File: src/rtl/lsu_pkg.sv
// Shared types for the load/store unit: memory-op codes and FSM states.
package lsu_pkg;

    localparam int REG_BUS      = 32;
    localparam int MEM_ADDR_BUS = 32;
    localparam int REG_ADDR_BUS = 5;
    localparam int MEM_OP_BUS   = 4;

    typedef enum logic [MEM_OP_BUS-1:0] {
        MEMOP_NONE = 4'd0,
        MEMOP_LB   = 4'd1,
        MEMOP_LH   = 4'd2,
        MEMOP_LW   = 4'd3,
        MEMOP_LBU  = 4'd4,
        MEMOP_LHU  = 4'd5,
        MEMOP_SB   = 4'd6,
        MEMOP_SH   = 4'd7,
        MEMOP_SW   = 4'd8
    } mem_op_e;

    typedef enum logic [1:0] {
        ST_IDLE = 2'd0,
        ST_REQ  = 2'd1,
        ST_RESP = 2'd2,
        ST_DONE = 2'd3
    } lsu_state_e;

endpackage

File: src/rtl/lsu_fmt.sv
// Combinational store/load lane formatting and alignment check for the LSU.
import lsu_pkg::*;

module lsu_fmt (
    input  logic [1:0]  i_off,
    input  logic [3:0]  i_op,
    input  logic [31:0] i_wdata,
    input  logic [31:0] i_rdata,
    output logic [31:0] o_wdata,
    output logic [3:0]  o_wstrb,
    output logic [31:0] o_rdata,
    output logic        o_misalign
);

    logic [31:0] w_rsh;
    logic [3:0]  w_mask;

    always_comb begin
        o_wdata    = i_wdata << {i_off, 3'b000};
        w_rsh      = i_rdata >> {i_off, 3'b000};
        w_mask     = 4'b0000;
        o_rdata    = w_rsh;
        o_misalign = 1'b0;
        case (i_op)
            MEMOP_SB:  w_mask = 4'b0001;
            MEMOP_SH: begin
                w_mask     = 4'b0011;
                o_misalign = i_off[0];
            end
            MEMOP_SW: begin
                w_mask     = 4'b1111;
                o_misalign = |i_off;
            end
            MEMOP_LB:  o_rdata = {{24{w_rsh[7]}}, w_rsh[7:0]};
            MEMOP_LBU: o_rdata = {24'h0, w_rsh[7:0]};
            MEMOP_LH: begin
                o_rdata    = {{16{w_rsh[15]}}, w_rsh[15:0]};
                o_misalign = i_off[0];
            end
            MEMOP_LHU: begin
                o_rdata    = {16'h0, w_rsh[15:0]};
                o_misalign = i_off[0];
            end
            MEMOP_LW:  o_misalign = |i_off;
            default: ;
        endcase
        // Strobe bits shifted past lane 3 are dropped, not wrapped.
        o_wstrb = w_mask << i_off;
    end

endmodule

File: src/rtl/lsu.sv
// Load/store unit: one memory op at a time over a valid/ready dmem port.
// Optional misaligned-access trap enabled by defining LSU_MISALIGN_TRAP_EN.
import lsu_pkg::*;

module lsu (
    input  logic        clk,
    input  logic        rst,
    input  logic [31:0] inst_i,
    input  logic [31:0] inst_addr_i,
    input  logic        reg_we_i,
    input  logic [4:0]  reg_waddr_i,
    input  logic [31:0] reg_wdata_i,
    input  logic        csr_we_i,
    input  logic [31:0] csr_waddr_i,
    input  logic [31:0] csr_wdata_i,
    input  logic [3:0]  mem_op_i,
    input  logic [31:0] mem_addr_i,
    input  logic [31:0] mem_wdata_i,
    input  logic        flush_i,
    output logic [31:0] inst_o,
    output logic [31:0] inst_addr_o,
    output logic        reg_we_o,
    output logic [4:0]  reg_waddr_o,
    output logic [31:0] reg_wdata_o,
    output logic        csr_we_o,
    output logic [31:0] csr_waddr_o,
    output logic [31:0] csr_wdata_o,
    output logic        stall_req_o,
    output logic        dmem_req_valid_o,
    input  logic        dmem_req_ready_i,
    output logic        dmem_we_o,
    output logic [31:0] dmem_addr_o,
    output logic [31:0] dmem_wdata_o,
    output logic [3:0]  dmem_wstrb_o,
    input  logic        dmem_rsp_valid_i,
    input  logic [31:0] dmem_rdata_i,
    output logic        misalign_o
);

`ifdef LSU_MISALIGN_TRAP_EN
    localparam logic TRAP_EN = 1'b1;
`else
    localparam logic TRAP_EN = 1'b0;
`endif

    lsu_state_e  r_state, w_next;
    logic [31:0] r_ldata;
    logic        r_kill;

    logic        w_is_load, w_is_store, w_is_mem;
    logic [31:0] w_fmt_rdata;
    logic        w_fmt_misalign;
    logic        w_sel_ld, w_kill_we;

    assign w_is_load  = (mem_op_i == MEMOP_LB)  || (mem_op_i == MEMOP_LH) ||
                        (mem_op_i == MEMOP_LW)  || (mem_op_i == MEMOP_LBU) ||
                        (mem_op_i == MEMOP_LHU);
    assign w_is_store = (mem_op_i == MEMOP_SB)  || (mem_op_i == MEMOP_SH) ||
                        (mem_op_i == MEMOP_SW);
    assign w_is_mem   = w_is_load || w_is_store;

    lsu_fmt u_fmt (
        .i_off      (mem_addr_i[1:0]),
        .i_op       (mem_op_i),
        .i_wdata    (mem_wdata_i),
        .i_rdata    (dmem_rdata_i),
        .o_wdata    (dmem_wdata_o),
        .o_wstrb    (dmem_wstrb_o),
        .o_rdata    (w_fmt_rdata),
        .o_misalign (w_fmt_misalign)
    );

    always_ff @(posedge clk) begin
        if (rst) begin
            r_state <= ST_IDLE;
            r_ldata <= '0;
            r_kill  <= 1'b0;
        end else begin
            r_state <= w_next;
            if (r_state == ST_RESP && dmem_rsp_valid_i && w_is_load)
                r_ldata <= w_fmt_rdata;
            // A late flush cannot cancel the access, only its writeback.
            if (r_state == ST_DONE)
                r_kill <= 1'b0;
            else if ((r_state == ST_REQ || r_state == ST_RESP) && flush_i)
                r_kill <= 1'b1;
        end
    end

    always_comb begin
        w_next           = r_state;
        stall_req_o      = 1'b0;
        dmem_req_valid_o = 1'b0;
        misalign_o       = 1'b0;
        w_sel_ld         = 1'b0;
        w_kill_we        = 1'b0;
        case (r_state)
            ST_IDLE: begin
                if (w_is_mem && !flush_i) begin
                    if (TRAP_EN && w_fmt_misalign) begin
                        misalign_o = 1'b1;
                    end else begin
                        stall_req_o = 1'b1;
                        w_next      = ST_REQ;
                    end
                end
            end
            ST_REQ: begin
                stall_req_o      = 1'b1;
                dmem_req_valid_o = 1'b1;
                if (dmem_req_ready_i)
                    w_next = ST_RESP;
            end
            ST_RESP: begin
                stall_req_o = 1'b1;
                if (dmem_rsp_valid_i)
                    w_next = ST_DONE;
            end
            ST_DONE: begin
                w_sel_ld  = w_is_load;
                w_kill_we = r_kill;
                w_next    = ST_IDLE;
            end
            default: w_next = ST_IDLE;
        endcase
    end

    assign dmem_we_o   = w_is_store;
    assign dmem_addr_o = {mem_addr_i[31:2], 2'b00};

    assign inst_o      = inst_i;
    assign inst_addr_o = inst_addr_i;
    assign reg_we_o    = reg_we_i & ~(w_kill_we | misalign_o);
    assign reg_waddr_o = reg_waddr_i;
    assign reg_wdata_o = w_sel_ld ? r_ldata : reg_wdata_i;
    assign csr_we_o    = csr_we_i & ~w_kill_we;
    assign csr_waddr_o = csr_waddr_i;
    assign csr_wdata_o = csr_wdata_i;

endmodule

File: config.mk
export PLATFORM = sky130hd
export DESIGN_NAME = lsu
export DESIGN_NICKNAME = d
export VERILOG_FILES = /design/src/rtl/lsu_pkg.sv /design/src/rtl/lsu_fmt.sv /design/src/rtl/lsu.sv
export SDC_FILE = /design/constraint.sdc
export NUM_CORES = 1
export LEC_CHECK = 0
export BUFFER_PORTS_ARGS = -buffer_cell sky130_fd_sc_hd__buf_4
export CORE_AREA = 5 5 196 198
export CTS_CLUSTER_DIAMETER = 120
export DETAILED_ROUTE_END_ITERATION = 8
export DIE_AREA = 0 0 201 203
export PLACE_DENSITY_LB_ADDON = 0.08
export SYNTH_ARGS = -nofsm -noshare
export SYNTH_HDL_FRONTEND = slang
export SYNTH_SLANG_ARGS = --single-unit
File: constraint.sdc
create_clock -name clk -period 2.1 [get_ports clk]
set_input_delay 0.21 -clock clk [delete_from_list [all_inputs] [get_ports clk]]
set_output_delay 0.21 -clock clk [all_outputs]
set_load 0.02 [all_outputs]
# After elaboration in Yosys (flattened, before gate mapping)
# Index checks and enable logic that the tools add are counted.
[totals] ramBits=0 n_memories=0 in_bits=272 ff_bits=35 latchBits=0 word_cells=52 out_inout_bits=239 rom_bits=0
[classes] eq_ne=14 mux=12 shifts=3 reduce_logical=17 bitwise_logic=3 order_cmp=0 n_mul=0 addsub=0 div_mod_pow=0
[op_table] cell="32-bit case mux with 4 select lines" count=1
[op_table] cell="32-bit 2-to-1 mux" count=1
[op_table] cell="32-bit by 5-bit << shifter with 32-bit output" count=1
[op_table] cell="32-bit by 5-bit >> shifter with 32-bit output" count=1
[op_table] cell="4-bit by 3-bit == test with 1-bit output (second input constant)" count=4
[op_table] cell="4-bit case mux with 3 select lines" count=1
[op_table] cell="4-bit by 2-bit == test with 1-bit output (second input constant)" count=2
[op_table] cell="1-bit logical OR" count=8
[op_table] cell="2-bit case mux with 4 select lines" count=1
[op_table] cell="2-bit 2-to-1 mux" count=3
[op_table] cell="2-bit inequality test (second input constant)" count=3
[op_table] cell="2-bit == test (second input constant)" count=2
[op_table] cell="4-bit by 1-bit == test with 1-bit output (second input constant)" count=1
[op_table] cell="4-bit == test (second input constant)" count=1
[op_table] cell="1-bit logical AND" count=4
[op_table] cell="1-bit 2-to-1 mux" count=4
[op_table] cell="2-bit OR reduction" count=2
[op_table] cell="4-bit by 2-bit << shifter with 4-bit output" count=1
[op_table] cell="3-bit AND reduction" count=1
[op_table] cell="1-bit AND" count=2
[op_table] cell="2-bit by 1-bit == test with 1-bit output (second input constant)" count=1
[op_table] cell="2-bit zero test" count=1
[op_table] cell="1-bit case mux with 2 select lines" count=1
[op_table] cell="1-bit zero test" count=1
[op_table] cell="1-bit inverter" count=1

# Depth between registers and ports, before layout
[logic_depth] depth_word=9 depth_mapped=8

# Modules after synthesis
# Synthesis repeated with hierarchy kept, for this count alone.
[hier_totals] cells_unflattened=589 area_unflattened_um2=4410.5
[modules_own_cells] mod="lsu" instances=1 cells_each=378 area_each_um2=3074.2 seq_area_each_um2=700.7
[modules_own_cells] mod="lsu_fmt" instances=1 cells_each=211 area_each_um2=1336.3 seq_area_each_um2=0.0

# Worst setup path before layout
# Ideal clock, no wire load.
[synth_path] path_type="input -> output" start="input mem_addr_i[0]" end="output dmem_wdata_o[25]" t_arrival_ns=1.613 stages=5 path_buffers=3 slack_ns=0.277 path_cell_list="buf_2 -> buf_1 -> clkbuf_1 -> a211oi_1 -> a21oi_1"
[synth_between] elab_chain_cells=1
[synth_rtl] item="start: declaration" line="lsu.sv:17" rtl="input logic [31:0] mem_addr_i,"
[synth_rtl] item="32-bit by 5-bit << shifter with 32-bit output" line="lsu_fmt.sv:19" rtl="o_wdata = i_wdata << {i_off, 3'b000};"
[synth_rtl] item="end: declaration" line="lsu.sv:33" rtl="output logic [31:0] dmem_wdata_o,"
# No other way between the ends.

# Worst setup path in the final report
[layout_path] start="register r_state[1]" end="output reg_wdata_o[18]"
[layout_between] elab_chain_cells=3
[layout_rtl] item="start: declaration" line="lsu.sv:46" rtl="lsu_state_e r_state, w_next;"
[layout_rtl] item="start signal: assignment" line="lsu.sv:79" rtl="r_state <= w_next;"
[layout_rtl] item="2-bit == test" line="lsu.sv:97" rtl="case (r_state)"
[layout_rtl] item="1-bit 2-to-1 mux" line="lsu.sv:97"
[layout_rtl] item="32-bit 2-to-1 mux" line="lsu.sv:135" rtl="assign reg_wdata_o = w_sel_ld ? r_ldata : reg_wdata_i;"
[layout_rtl] item="end: declaration" line="lsu.sv:24" rtl="output logic [31:0] reg_wdata_o,"
# No other way between the ends.

==> flow_summary.json <==
{
  "final_min_period_over_clock_period_pct": 91.9,
  "detailed_place_hpwl_um": 14700,
  "die_area_mm2": 0.0408,
  "setup_violations_final": 0,
  "first_global_vias": 3861,
  "drc": 0,
  "vias_per_cell": 3.48,
  "postSynthRegisterBits": 35,
  "pre_cts_ws_ps": 167,
  "finalWorstSetupSlack_ps": 169,
  "vdd_ir_drop_max_mv": 0.228,
  "syn_area_per_cell_um2": 7.90,
  "antenna_found_initial": 0,
  "fin_worst_hold_slack_ps": 203,
  "use_met3_pct": 3.11,
  "yosysWarnings": 0,
  "gr-usage-met1_pct": 9.57,
  "ys_top_cells_by_area": "sky130_fd_sc_hd__buf_4 30%, sky130_fd_sc_hd__dfxtp_1 17%, sky130_fd_sc_hd__mux2_2 11%, sky130_fd_sc_hd__mux2i_1 7.9%, sky130_fd_sc_hd__a211oi_1 5.9%",
  "core_area_mm2": 0.0363,
  "leakage_dissipation_nw": 2.06,
  "critPathArrivalTime_ps": 1720,
  "drv_slew": 0,
  "globalRoute.totalOverflow": 0,
  "async_flop_share_pct": 0,
  "most_frequent_cell_after_synthesis": "sky130_fd_sc_hd__buf_4",
  "total_power_mw": 2.79,
  "syn_area_mm2": 0.00418,
  "worstMarginPinSlew_ps": 613,
  "outcome": "completed",
  "buffer_ports.inserted": 181,
  "finalCoreUtilization_pct": 13.9,
  "grt_start_max_net_pins": 59,
  "timing_worst_setup_path_type": "register to output port",
  "cts_max_level": 2,
  "final_period_minus_worst_setup_slack_ps": 1930,
  "slew_headroom_pct": 59.0,
  "drtAntennaViolNets": 0,
  "achievable-frequency_mhz": 518,
  "clockRootBuffer": "sky130_fd_sc_hd__clkbuf_16",
  "number_of_optimization_iterations_in_the_first_detailed_route_pass": 4,
  "cp-start-kind": "register",
  "floorplan.initialDensity_pct": 11.5,
  "chipWidth_um": 201,
  "grt_util_all_layers_pct": 8.64,
  "worst_setup_path_end_kind": "output port",
  "crit_path_max_fanout": 32,
  "drt_wl_total_um": 18300,
  "detailed_route_wire_length_per_cell_um": 18.2,
  "holdBufCountCts": 0,
  "clock_sinks": 35,
  "setup_tns_ps": 0,
  "yosys-top-cells-count": "166 x sky130_fd_sc_hd__buf_4, 51 x sky130_fd_sc_hd__nand2_1, 40 x sky130_fd_sc_hd__mux2_2, 38 x sky130_fd_sc_hd__nor2_1, 35 x sky130_fd_sc_hd__dfxtp_1",
  "required_ps": 1890,
  "final_net_count": 812,
  "worst_clock_skew_ps": 7.06,
  "maximum_clock_insertion_buffer_count": 2,
  "flow.area_growth_from_synthesis_pct": 21.0,
  "antenna_diode_count": 0,
  "via_count": 3497,
  "cap_viol_max_count": 0,
  "ys_types": 39,
  "dominantRegCellSynth": "sky130_fd_sc_hd__dfxtp_1",
  "ioPinCount": 511,
  "place_congestion": 0.735,
  "clock_latency_ps": 290,
  "cts_buffers": 5,
  "area_share_of_the_leading_cell_type_in_the_synthesized_netlist_pct": 29.8,
  "clkSlewWorstSetupHoldPaths_ps": 60,
  "rsz_0062_raised_after_global_routing": "no",
  "finalHoldViolCount": 0,
  "die_height_um": 203,
  "synthesis.instances": 529,
  "power_density_mw_per_mm2": 552,
  "floorplan.rows": 70,
  "cts_tree": "yes",
  "hold_path_class": "primary input to register",
  "seq_area_frac_synth_pct": 16.8,
  "layout-drive-gt1-share_pct": 46.3,
  "synth_edf_count": 0,
  "grt_first_pass_wirelength_um": 26500,
  "nFillCells": 4185,
  "netlist.top_cell.by_area": "sky130_fd_sc_hd__buf_4",
  "grt_most_used_layer": "met2",
  "globalRouteMet2Util_pct": 15.0,
  "drtIter0Drc": 79
}
-- power breakdown --
part	internal (mW)	switching, mW	leakage, nW
combinational	0.585	0.665	1.71
clock	0.439	0.314	0.0679
sequential	0.730	0.0560	0.283
-- placed cells by master, fill, tap and decap left out, types with 3 or more instances in the layout --
master and instances:
sky130_fd_sc_hd__ha_1 4, sky130_fd_sc_hd__nor2b_1 10, sky130_fd_sc_hd__nand2_1 51, sky130_fd_sc_hd__inv_1 8, sky130_fd_sc_hd__conb_1 3, sky130_fd_sc_hd__nor3_1 3
sky130_fd_sc_hd__a211oi_1 33, sky130_fd_sc_hd__mux2i_1 33, sky130_fd_sc_hd__clkbuf_16 5, sky130_fd_sc_hd__o211ai_1 8, sky130_fd_sc_hd__buf_12 6, sky130_fd_sc_hd__mux2_2 40
sky130_fd_sc_hd__dfxtp_1 35, sky130_fd_sc_hd__o21ai_0 11, sky130_fd_sc_hd__and2_1 8, sky130_fd_sc_hd__a21oi_1 20, sky130_fd_sc_hd__nor2_1 38, sky130_fd_sc_hd__buf_4 187
sky130_fd_sc_hd__o2bb2ai_1 7
-- cells by family after synthesis --
| group | Yosys count | share of synthesized area, % |
|---|---|---|
| compound gates | 90 | 15.5 |
| xor+xnor | 1 | 0.210 |
| fa+ha+maj | 5 | 1.50 |
| buf+inv | 204 | 34.0 |
| flops | 35 | 16.8 |
| mux | 74 | 19.2 |
| other cells | 1 | 0.0897 |
| simple gates | 119 | 12.8 |
-- state kept, by name, summed over array words and instances (netlist names) --
signal	cells
r_kill	1
r_ldata	32
r_state	2
-- final timing paths --
kind,end,cells after the start,start,slack (ps)
setup / recovery,reg_wdata_o[18],5,r_state[1]$_SDFFE_PP0P_,170
hold reg to reg,r_ldata[2]$_SDFFE_PP0P_,2,r_ldata[2]$_SDFFE_PP0P_,480
setup reg to reg,r_ldata[23]$_SDFFE_PP0P_,6,r_state[0]$_SDFFE_PP0P_,500
hold / removal,r_ldata[31]$_SDFFE_PP0P_,3,dmem_rdata_i[31],200
-- critical path, cell delays in order (launching register included) --
cell and delay, ps:
sky130_fd_sc_hd__dfxtp_1 340, sky130_fd_sc_hd__ha_2 230, sky130_fd_sc_hd__nand3_2 90, sky130_fd_sc_hd__buf_12 230, sky130_fd_sc_hd__mux2_2 370, sky130_fd_sc_hd__buf_4 160
-- layer usage --
layer  share of wire, %  wire length [um]
met5                  0                 0
met3                7.9              1450
met2                 50              9100
met1                 39              7150
met4                3.4               616
-- metrics by stage --
step | cells | cell area, um^2
floorplan | 531 | 4190
global route | 1004 | 5050
finish | 1004 | 5050
global placement | 996 | 4910
CTS | 1004 | 5050
detailed placement | 996 | 4910
-- cell type report --
type / count / area (um^2) / share of cell area [%]
flip-flops and latches: 35 / 701 / 13.9
clock buffers: 7 / 133 / 2.62
clock inverters: 1 / 5.00 / 0.0990
well taps: 468 / 586 / 11.6
inverters: 8 / 30.0 / 0.594
multi-input cells: 292 / 2080 / 41.1
repair buffers: 193 / 1520 / 30.1
-- timing repair --
item                       in CTS  in global routing
buffers inserted                0                  0
gates resized for setup         0                  1
hold endpoints to repair        0                  0
setup endpoints to repair       0                 29
Power figures use the tool's default switching activity.
